$ cat config.mk
export PLATFORM = sky130hd
export DESIGN_NAME = ntt8_butterfly_engine
export DESIGN_NICKNAME = d
export VERILOG_FILES = /design/src/rtl/ntt8_butterfly_engine.sv
export SDC_FILE = /design/constraint.sdc
export NUM_CORES = 1
export LEC_CHECK = 0
export CAP_MARGIN = 15
export CORE_UTILIZATION = 36
export CTS_CLUSTER_DIAMETER = 40
export DETAILED_ROUTE_END_ITERATION = 12
export SLEW_MARGIN = 20
export SYNTH_ARGS = -nofsm -noshare
export SYNTH_HDL_FRONTEND = slang
export SYNTH_SLANG_ARGS = --single-unit
$ cat constraint.sdc
create_clock -name clk -period 21 [get_ports clk]
set_input_delay 2.1 -clock clk [delete_from_list [all_inputs] [get_ports clk]]
set_output_delay 2.1 -clock clk [all_outputs]
set_load 0.05 [all_outputs]
$ cat src/rtl/ntt8_butterfly_engine.sv
// rtl/ntt8_butterfly_engine.sv - iterative 8-point radix-2 DIT NTT, one butterfly per clock
// Optional inverse transform (inv port, SCALE state) enabled by `define NTT8_INVERSE_EN.
module ntt8_butterfly_engine #(
   parameter int Q    = 17,
   parameter int ROOT = 2
`ifdef NTT8_INVERSE_EN
   ,
   parameter int ROOT_INV = 9,
   parameter int N_INV    = 15
`endif
) (
   input  logic       clk,
   input  logic       rst,
`ifdef NTT8_INVERSE_EN
   input  logic       inv,
`endif
   input  logic       in_valid,
   output logic       in_ready,
   input  logic [7:0] data_in [8],
   output logic       out_valid,
   input  logic       out_ready,
   output logic [7:0] data_out [8]
);

   localparam logic [7:0]  Q8  = 8'(Q);
   localparam logic [8:0]  Q9  = 9'(Q);
   localparam logic [15:0] Q16 = 16'(Q);

   function automatic logic [7:0] powmod(input int base, input int e);
      int r;
      r = 1;
      for (int i = 0; i < e; i++) r = (r * base) % Q;
      return 8'(r);
   endfunction

   function automatic logic [7:0] mulmod(input logic [7:0] x, input logic [7:0] y);
      logic [15:0] p;
      p = (16'(x) * 16'(y)) % Q16;
      return 8'(p);
   endfunction

   localparam logic [7:0] TW0 = powmod(ROOT, 0);
   localparam logic [7:0] TW1 = powmod(ROOT, 1);
   localparam logic [7:0] TW2 = powmod(ROOT, 2);
   localparam logic [7:0] TW3 = powmod(ROOT, 3);
`ifdef NTT8_INVERSE_EN
   localparam logic [7:0] ITW0 = powmod(ROOT_INV, 0);
   localparam logic [7:0] ITW1 = powmod(ROOT_INV, 1);
   localparam logic [7:0] ITW2 = powmod(ROOT_INV, 2);
   localparam logic [7:0] ITW3 = powmod(ROOT_INV, 3);
   localparam logic [7:0] NINV8 = 8'(N_INV);
`endif

   typedef enum logic [1:0] {
      S_IDLE,
      S_COMPUTE,
`ifdef NTT8_INVERSE_EN
      S_SCALE,
`endif
      S_DONE
   } state_t;

   state_t     state, state_n;
   logic [7:0] a     [8];
   logic [7:0] a_nxt [8];
   logic [1:0] s, b;
   logic [2:0] j, jm;
   logic [1:0] k;
   logic [7:0] w, t;
   logic [8:0] sum, dif;
   logic       last;
`ifdef NTT8_INVERSE_EN
   logic       inv_r;
   logic [7:0] a_scl [8];
`endif

   assign last      = (s == 2'd2) && (b == 2'd3);
   assign in_ready  = (state == S_IDLE);
   assign out_valid = (state == S_DONE);

   always_ff @(posedge clk) begin
      if (rst) state <= S_IDLE;
      else     state <= state_n;
   end

   always_comb begin
      state_n = state;
      case (state)
         S_IDLE:    if (in_valid) state_n = S_COMPUTE;
`ifdef NTT8_INVERSE_EN
         S_COMPUTE: if (last) state_n = inv_r ? S_SCALE : S_DONE;
         S_SCALE:   state_n = S_DONE;
`else
         S_COMPUTE: if (last) state_n = S_DONE;
`endif
         S_DONE:    if (out_ready) state_n = S_IDLE;
         default:   state_n = S_IDLE;
      endcase
   end

   // Operand pair and twiddle exponent for butterfly b of stage s (half-span 2^s).
   always_comb begin
      case (s)
         2'd0:    begin j = {b, 1'b0};             jm = j + 3'd1; k = 2'd0;         end
         2'd1:    begin j = {b[1], 1'b0, b[0]};    jm = j + 3'd2; k = {b[0], 1'b0}; end
         default: begin j = {1'b0, b};             jm = j + 3'd4; k = b;            end
      endcase
      case (k)
         2'd0:    w = TW0;
         2'd1:    w = TW1;
         2'd2:    w = TW2;
         default: w = TW3;
      endcase
`ifdef NTT8_INVERSE_EN
      if (inv_r) begin
         case (k)
            2'd0:    w = ITW0;
            2'd1:    w = ITW1;
            2'd2:    w = ITW2;
            default: w = ITW3;
         endcase
      end
`endif
      t   = mulmod(a[jm], w);
      sum = {1'b0, a[j]} + {1'b0, t};
      if (sum >= Q9) sum = sum - Q9;
      dif = {1'b0, a[j]} + Q9 - {1'b0, t};
      if (dif >= Q9) dif = dif - Q9;
      a_nxt     = a;
      a_nxt[j]  = sum[7:0];
      a_nxt[jm] = dif[7:0];
   end

`ifdef NTT8_INVERSE_EN
   always_comb begin
      for (int i = 0; i < 8; i++) a_scl[i] = mulmod(a[i], NINV8);
   end
`endif

   always_ff @(posedge clk) begin
      if (rst) begin
         for (int i = 0; i < 8; i++) begin
            a[i]        <= '0;
            data_out[i] <= '0;
         end
         s <= '0;
         b <= '0;
`ifdef NTT8_INVERSE_EN
         inv_r <= 1'b0;
`endif
      end else begin
         case (state)
            S_IDLE: begin
               if (in_valid) begin
                  for (int i = 0; i < 8; i++) a[i] <= data_in[i] % Q8;
                  s <= '0;
                  b <= '0;
`ifdef NTT8_INVERSE_EN
                  inv_r <= inv;
`endif
               end
            end
            S_COMPUTE: begin
               a <= a_nxt;
               b <= b + 2'd1;
               if (b == 2'd3) s <= s + 2'd1;
`ifdef NTT8_INVERSE_EN
               if (last && !inv_r) data_out <= a_nxt;
`else
               if (last) data_out <= a_nxt;
`endif
            end
`ifdef NTT8_INVERSE_EN
            S_SCALE: begin
               a        <= a_scl;
               data_out <= a_scl;
            end
`endif
            default: ;
         endcase
      end
   end

endmodule
# Word-level counts from Yosys, hierarchy flattened
# Cells that the tools add are included.
[word_totals] regBits=134 wordCells=97
[op_classes] order_cmp=6 div_mod_pow=9 n_mux=28 mul=1 n_addsub=10 n_bitwise=2 n_eq_ne=11 reduce_logical=11
[op_table] op="$bwmux W64" n=2
[op_table] op="$pmux W64 S2" n=1
[op_table] op="$mod A8 B5 Y8 const B" n=8
[op_table] op="$mux W64" n=1
[op_table] op="$mux W8" n=8
[op_table] op="$bmux W8 S3" n=2
[op_table] op="$demux W8 S3" n=2
[op_table] op="$ge A9 B5 Y1 const B" n=2
[op_table] op="$mod A16 B5 Y16 const B" n=1
[op_table] op="$mul A8 B8 Y16" n=1
[op_table] op="$sub A8 B5 Y8 const B" n=2
[op_table] op="$pmux W2 S2" n=3
[op_table] op="$pmux W3 S2" n=2
[op_table] op="$pmux W4 S3" n=1
[op_table] op="$mux W2" n=5
[op_table] op="$add A8 B5 Y9 const B" n=1
[op_table] op="$add A8 B8 Y9" n=1
[op_table] op="$sub A9 B8 Y9" n=1
[op_table] op="$eq A2 B2 Y1 const B" n=4
[op_table] op="$ge A4 B4 Y1 const B" n=2
[op_table] op="$lt A4 B1 Y1 const B" n=2
[op_table] op="$not A3 Y4" n=2
[op_table] op="$eq A2 B1 Y1 const B" n=3
[op_table] op="$logic_not A2 Y1" n=3
[op_table] op="11 further kinds" n=18

# Depth between registers and ports, before layout
# Gate-level depths: netlist (run 1).
[logic_depth] ltp_word=14 mapped_depth=69 mapped_depth_nobuf=63

# Worst setup path after synthesis (run 1)
# Ideal clock, no wire load.
[synth_path] path_kind="reg2reg" start="reg s[0]" end="reg a[35] (netlist name)" t_required_ps=20868 setup_slack_ps=8139 setup_time_ps=132 path_stages_with_launch=62 t_arrival_ps=12729 cell_sequence="dfxtp_1 inv_1 ha_1 clkbuf_1 a21oi_1 nand2b_1 clkbuf_1 nor2_1 nor3_1 o221ai_1 or2_2 fa_1 fa_1 inv_1 ha_1 a211o_1 and2_1 a2111o_1 [26 not listed] fa_1 o21bai_1 a21oi_1 inv_1 a21oi_1 nor2_1 nor2_1 xnor2_1 nor3b_1 or3b_2 clkbuf_1 nor2b_1 xnor2_1 a211oi_1 a21oi_1 nor2_1 a211oi_1 nor3_1"
[synth_between] elab_chain_cells=14 elab_cells_between_ends=41
[synth_rtl] item="start: declaration" line="66" source="logic [1:0] s, b;"
[synth_rtl] item="start signal: assignment" line="166" source="if (b == 2'd3) s <= s + 2'd1;"
[synth_rtl] item="$eq A2 B1 Y1 or $logic_not A2 Y1 (tied branches)" line="103" source="case (s)"
[synth_rtl] item="$pmux W3 S2" line="103"
[synth_rtl] item="$not A3 Y4 (not written as such)" line="124, 131"
[synth_rtl] item="$bmux W8 S3" line="124" source="t = mulmod(a[jm], w);"
[synth_rtl] item="$mux W8 (not written as such) (2 in series)" line="124"
[synth_rtl] item="$mul A8 B8 Y16" line="38" source="p = (16'(x) * 16'(y)) % Q16;"
[synth_rtl] item="$mod A16 B5 Y16" line="38"
[synth_rtl] item="$add A8 B8 Y9" line="125" source="sum = {1'b0, a[j]} + {1'b0, t};"
[synth_rtl] item="$sub A8 B5 Y8 or $ge A9 B5 Y1 (tied branches)" line="126" source="if (sum >= Q9) sum = sum - Q9;"
[synth_rtl] item="$mux W8" line="126"
[synth_rtl] item="$bwmux W64" line="130" source="a_nxt[j] = sum[7:0];"
[synth_rtl] item="$bwmux W64 (*)" line="131" source="a_nxt[jm] = dif[7:0];"
[synth_rtl] item="$pmux W64 S2 (*)" line="152" source="case (state)"
[synth_rtl] item="end signal: assignment" line="164" source="a <= a_nxt;"
[synth_rtl] item="end: declaration" line="64" source="logic [7:0] a [8];"
# Every way passes the cells marked *; elsewhere a longest branch is shown, timed or not. The select of a mux whose other input is x is not followed.
# A chain may end at the register's enable or synchronous reset.

# Final worst setup path (run 1)
[layout_path] start="reg s[0]" end="reg a[12] (netlist name)"
# Same word-level chain as after synthesis.

==> impl_results.md, run 1 <==
* Grt met2 use at 39.19%
* Area grow syn2layout at 13.86%
* Clock Skew at 0.01471 ns
* Final setup violation count at 0
* Dpl hpwl at 41370 um
* Syn avg cell area at 6.818 um2
* Mapped Area at 0.01564 mm2
* Routed vias/inst at 5.921
* CP max stage delay at 0.94 ns
* FF+latch count, synth at 134
* Slew Limit Fails at 0
* Leading cell type in the layout, fill and taps excluded: nor2_1
* Post-CTS setup buffer count at 0
* Asr flop ratio synth at 0%
* Hold-fix buffers, CTS at 0
* Maximum clock insertion buffer count at 2
* Slowest-stage cell, CP: xor2_1
* First-pass GRT wire length at 86970 um
* Routed via count at 17200
* Total Wirelength at 55040 um
* Clock latency on the worst-skew pair at 0.45 ns
* CTS tree: yes
* Routability Congestion at 0.9902
* Required @ worst endpoint at 21.30 ns
* Detail Route Antenna Nets at 0
* Yosys warning count at 0
* Achievable Freq at 0.06321 GHz
* Die H at 210.4 um
* Share of layout cells above drive strength 1 at 5.455%
* DRC viols at 0
* Netlist cell types at 93
* Largest net degree at the start of global routing at 69
* Core box area at 0.04242 mm2
* Final Critical Period at 15.82 ns
* Total Routing Usage GR at 24.31%
* Period utilisation layout at 75.34%
* Worst rel slew slack at 17.16%
* Vias in the first global route at 15860
* Crit path kind: flip-flop to flip-flop
* Crit path DAT at 16.12 ns
* Deepest level of the CTS H-tree at 4
* DIE AREA at 0.04428 mm2
* Status: finished, final reports clean
* CTS Sinks at 134
* Worst-path clk slew at 0.06 ns
* Commonest non-fill, non-tap cells in the layout: nor2_1 (297), nand2_1 (256), a21oi_1 (206), o21ai_0 (147), dfxtp_1 (134)
* Hold Path Class: flip-flop to flip-flop
* Setup TNS at 0 ns
* Resized cells post-CTS at 0
* Crit-path max FO at 16
* Fill cells at 4467
* RSZ-0062 raised after global routing: false
* Most Used Layer, Global Route: met2
* Synth Flop Type: dfxtp_1
* Final net count at 2482
* Ant diodes at 0
* Critical Path Source Type: flip-flop
* Met1 usage at 33.13%
* Drt pass-1 iters at 5
* Worst Tran Pin Value at 1.237 ns
* Ports at 134
* Final hold vios at 0
* Root buffer cell: clkbuf_16
* CP most frequent cell: inv_1
* Post-synth EDFFs at 0
* Iter 0 DRT Violations at 1580
* Worst setup EP type: flip-flop
* Num rows at 75
* Initial Util at 36.87%
* Sequential fraction of the synthesis area at 17.15%
* TritonCTS Buffers at 17
* Max-cap violations at 0
* I/O Buffers at 133
* Initial antenna violation count at 0
* Syn nets at 2461
* Met3 GRT Util at 2.935%
* Die width at 210.4 um
* Cells after synthesis at 2294
* Grt ovf at 0
* Wire length per cell at 18.94 um
==> critical path, delay by kind of cell, from the launching register on <==
family                   cells  cell delay, ns
XOR/XNOR                     3            1.53
flip-flops                   1            0.39
buffers and inverters        5            0.54
multiplexers                 1            0.33
adder cells (fa/ha/maj)      7            2.70
AO/OA/AOI/OAI               20            5.38
AND/OR/NAND/NOR             17            4.79
==> synthesized netlist by cell type, types with 7 or more instances <==
cell type | count | area, um2
a211o_1 | 16 | 140.1
a211oi_1 | 88 | 660.6
a21boi_0 | 12 | 90.09
a21o_1 | 11 | 82.58
a21oi_1 | 208 | 1041
a221oi_1 | 25 | 219.0
a22oi_1 | 13 | 97.59
a311oi_1 | 10 | 87.58
a31oi_1 | 29 | 181.4
and2_1 | 23 | 143.9
and3_1 | 12 | 75.07
buf_1 | 8 | 30.03
clkbuf_1 | 127 | 476.7
dfxtp_1 | 134 | 2683
fa_1 | 14 | 280.3
ha_1 | 85 | 1064
inv_1 | 87 | 326.6
mux2_2 | 19 | 214.0
mux2i_1 | 24 | 240.2
nand2_1 | 256 | 960.9
nand2b_1 | 44 | 275.3
nand3_1 | 44 | 220.2
nor2_1 | 299 | 1122
nor2b_1 | 38 | 237.7
nor3_1 | 92 | 460.4
nor3b_1 | 12 | 90.09
nor4_1 | 10 | 62.56
o2111ai_1 | 7 | 61.31
o211ai_1 | 27 | 202.7
o21a_1 | 10 | 75.07
o21ai_0 | 147 | 735.7
o21bai_1 | 7 | 52.55
o221a_2 | 10 | 112.6
o221ai_1 | 12 | 105.1
o22ai_1 | 59 | 369.1
or2_2 | 20 | 125.1
or3_1 | 17 | 106.4
xnor2_1 | 81 | 709.4
xor2_1 | 35 | 306.5
==> routing by layer <==
metal	routed length [um]	part of all wire [%]	up-vias
met1	25100	46	8134
met4	1959	3.6	0
met2	24900	45	557
met5	0	0	-
met3	3079	5.6	120
li1	-	-	8389
==> cell families after synthesis <==
| logic type | synth area share [%] |
|---|---|
| fa+ha+maj | 8.592 |
| xor+xnor | 6.496 |
| buf+inv | 5.648 |
| simple gates | 26.80 |
| compound gates | 32.41 |
| flops | 17.15 |
| mux | 2.904 |
==> metrics by stage <==
step                      setup slack, ns  util, %  cell area, um2  cells  hold slack, ns
after global placement              5.796    40.62           17230   2873          0.4453
after CTS                           5.259    41.96           17800   2905          0.4624
after floorplan                     8.139        -           15640   2294          0.4625
after global routing                4.047    41.99           17810   2905          0.4777
final                               5.179    41.99           17810   2905          0.4630
after detailed placement            5.290    40.62           17230   2873          0.4510
==> sequential cells by signal (all words and copies together), names as in the netlist <==
register,count
s,2
b,2
a,64
data_out,64
state,2
==> worst paths after layout <==
| check | from | end | slack, ns | cells after the start |
|---|---|---|---|---|
| worst max-delay path | s[0]$_SDFFE_PP0P_ | a[12]$_SDFFE_PP0P_ | 5.18 | 53 |
| worst min-delay path | data_out[7]$_SDFFE_PP0P_ | data_out[7]$_SDFFE_PP0P_ | 0.46 | 2 |
| worst max register to register | s[0]$_SDFFE_PP0P_ | a[12]$_SDFFE_PP0P_ | 5.18 | 53 |
| worst min register to register | data_out[7]$_SDFFE_PP0P_ | data_out[7]$_SDFFE_PP0P_ | 0.46 | 2 |
==> cell type report <==
cell class | count | area (um2) | share of cell area [%]
well taps | 577 | 721.9 | 4.054
clock buffers | 20 | 446.7 | 2.508
inverters | 87 | 326.6 | 1.834
repair buffers | 144 | 1411 | 7.925
multi-input cells | 1931 | 12100 | 67.94
clock inverters | 12 | 120.1 | 0.6745
flip-flops and latches | 134 | 2683 | 15.06
Power of run 1 is not shown: default switching activity piles up to over one toggle a cycle in this logic, so the estimate is an artifact.
==> run 2, diff against run 1 <==
- clock period: 21 -> 15.6 ns (I/O delays scaled with it)
==> impl_results.md, run 2 (synthesized netlist as in run 1, its figures left out) <==
* Grt ovf at 0 (unchanged)
* Slew Limit Fails at 0 (unchanged)
* CP most frequent cell: nand2_1 (was inv_1)
* Routability Congestion at 1.027 (was 0.9902)
* Hold-fix buffers, CTS at 0 (unchanged)
* R2r setup slk at 1.07 ns (was 5.18 ns)
* Slowest-stage cell, CP: a2111oi_2 (was xor2_1)
* Wire length per cell at 18.55 um (was 18.94 um)
* Worst-path clk slew at 0.06 ns (about the same)
* Initial Util at 36.87% (unchanged)
* Initial antenna violation count at 0 (unchanged)
* Crit path DAT at 14.81 ns (was 16.12 ns)
* TritonCTS Buffers at 17 (unchanged)
* CP top delay family: compound AO/OA/AOI/OAI gates (unchanged)
* CTS Sinks at 134 (unchanged)
* Final setup violation count at 0 (unchanged)
* Die width at 210.4 um (unchanged)
* DIE AREA at 0.04428 mm2 (unchanged)
* Share of layout cells above drive strength 1 at 6.669% (was 5.455%)
* Ant diodes at 0 (unchanged)
* Routed vias/inst at 5.864 (was 5.921)
* First-pass GRT wire length at 86370 um (was 86970 um)
* Worst rel slew slack at 39.18% (was 17.16%)
* Critical Path Source Type: flip-flop (unchanged)
* I/O Buffers at 133 (unchanged)
* Crit path kind: flip-flop to flip-flop (unchanged)
* Final hold vios at 0 (unchanged)
* CP max stage delay at 0.64 ns (was 0.94 ns)
* Vias in the first global route at 15790 (was 15860)
* Final Critical Period at 14.53 ns (was 15.82 ns)
* Die H at 210.4 um (unchanged)
* Final Util at 42.58% (was 41.99%)
* Iter 0 DRT Violations at 1443 (was 1580)
* Num rows at 75 (unchanged)
* Required @ worst endpoint at 15.88 ns (was 21.30 ns)
* Period utilisation layout at 93.15% (was 75.34%)
* Routed via count at 17190 (was 17200)
* Clock Skew at 0.01238 ns (was 0.01471 ns)
* CTS tree: yes (unchanged)
* Maximum clock insertion buffer count at 2 (unchanged)
* Commonest non-fill, non-tap cells in the layout: nor2_1 (297), nand2_1 (256), a21oi_1 (208), o21ai_0 (146), dfxtp_1 (134) (was nor2_1 (297), nand2_1 (256), a21oi_1 (206), o21ai_0 (147), dfxtp_1 (134))
* Final net count at 2509 (was 2482)
* Deepest level of the CTS H-tree at 4 (unchanged)
* Crit path from: s[0]$_SDFFE_PP0P_ (unchanged)
* Achievable Freq at 0.06881 GHz (was 0.06321 GHz)
* Detail Route Antenna Nets at 0 (unchanged)
* R2R Path Start: s[0]$_SDFFE_PP0P_ (unchanged)
* Registers with the most flip-flops: a: 64 flops, data_out: 64 flops (unchanged)
* WP buf/inv at 4 (was 5)
* Ports at 134 (unchanged)
* Total Wirelength at 54370 um (was 55040 um)
* Root buffer cell: clkbuf_16 (unchanged)
* Drt pass-1 iters at 5 (unchanged)
* Total Routing Usage GR at 24.04% (was 24.31%)
* Setup TNS at 0 ns (unchanged)
* Worst setup EP type: flip-flop (unchanged)
* Max-cap violations at 0 (unchanged)
* RSZ-0062 raised after global routing: false (unchanged)
* Dpl hpwl at 41290 um (was 41370 um)
* Worst Tran Pin Value at 0.9090 ns (was 1.237 ns)
* Crit-path max FO at 16 (unchanged)
* Area grow syn2layout at 15.47% (was 13.86%)
* Status: finished, final reports clean (unchanged)
* Clock latency on the worst-skew pair at 0.43 ns (was 0.45 ns)
* Core box area at 0.04242 mm2 (unchanged)
* HP Start: data_out[10]$_SDFFE_PP0P_ (was data_out[7]$_SDFFE_PP0P_)
* Leading cell type in the layout, fill and taps excluded: nor2_1 (unchanged)
* DRC viols at 0 (unchanged)
* Hold Path Class: flip-flop to flip-flop (unchanged)
* Largest net degree at the start of global routing at 69 (unchanged)
[run 2: what timing repair did]
action                                  4_1_cts  5_1_grt
gates resized for setup                       0        7
endpoints found under the setup margin        0       99
setup buffers                                 0        0
[run 2: per-stage QoR]
stage | hold slack (ns) | area (um2) | setup WS, ns | instances
floorplan | 0.4625 | 15640 | 2.739 | 2294
global placement | 0.4455 | 17430 | 1.235 | 2900
detailed placement | 0.4492 | 17430 | 0.9806 | 2900
CTS | 0.4613 | 18030 | 0.9264 | 2931
global route | 0.4773 | 18060 | 0.03236 | 2931
finish | 0.4588 | 18060 | 1.068 | 2931
[run 2: final timing paths]
check | endpoint | cells past startpoint
min | data_out[10]$_SDFFE_PP0P_ | 2
min reg2reg | data_out[10]$_SDFFE_PP0P_ | 2
max | a[35]$_SDFFE_PP0P_ | 52
max reg2reg | a[35]$_SDFFE_PP0P_ | 52
[run 2: routing by layer]
| metal | track usage [%] | vias to the layer above | part of all wire [%] |
|---|---|---|---|
| met5 | 0 | - | 0 |
| met4 | 7.246 | 0 | 2.5 |
| met3 | 3.322 | 82 | 6.5 |
| met2 | 39.31 | 616 | 46 |
| met1 | 32.67 | 8043 | 45 |
| li1 | - | 8447 | - |
[run 2: final cells by class]
cell class	count	area, um2
fill	4445	24360
multi-input combinational	1931	12120
sequential	134	2683
timing repair buffer	171	1614
tap	577	721.9
clock buffer	19	452.9
inverter	87	326.6
clock inverter	12	143.9
[run 2: worst register-to-register path: cells and delay by family (launching register included)]
family	cells	cell delay, ns
mux	1	0.32
buf+inv	4	0.53
flops	1	0.34
compound gates	19	5.67
simple gates	18	3.93
xor+xnor	3	0.71
fa+ha+maj	7	2.86
Power of run 2 is left out for the same reason.
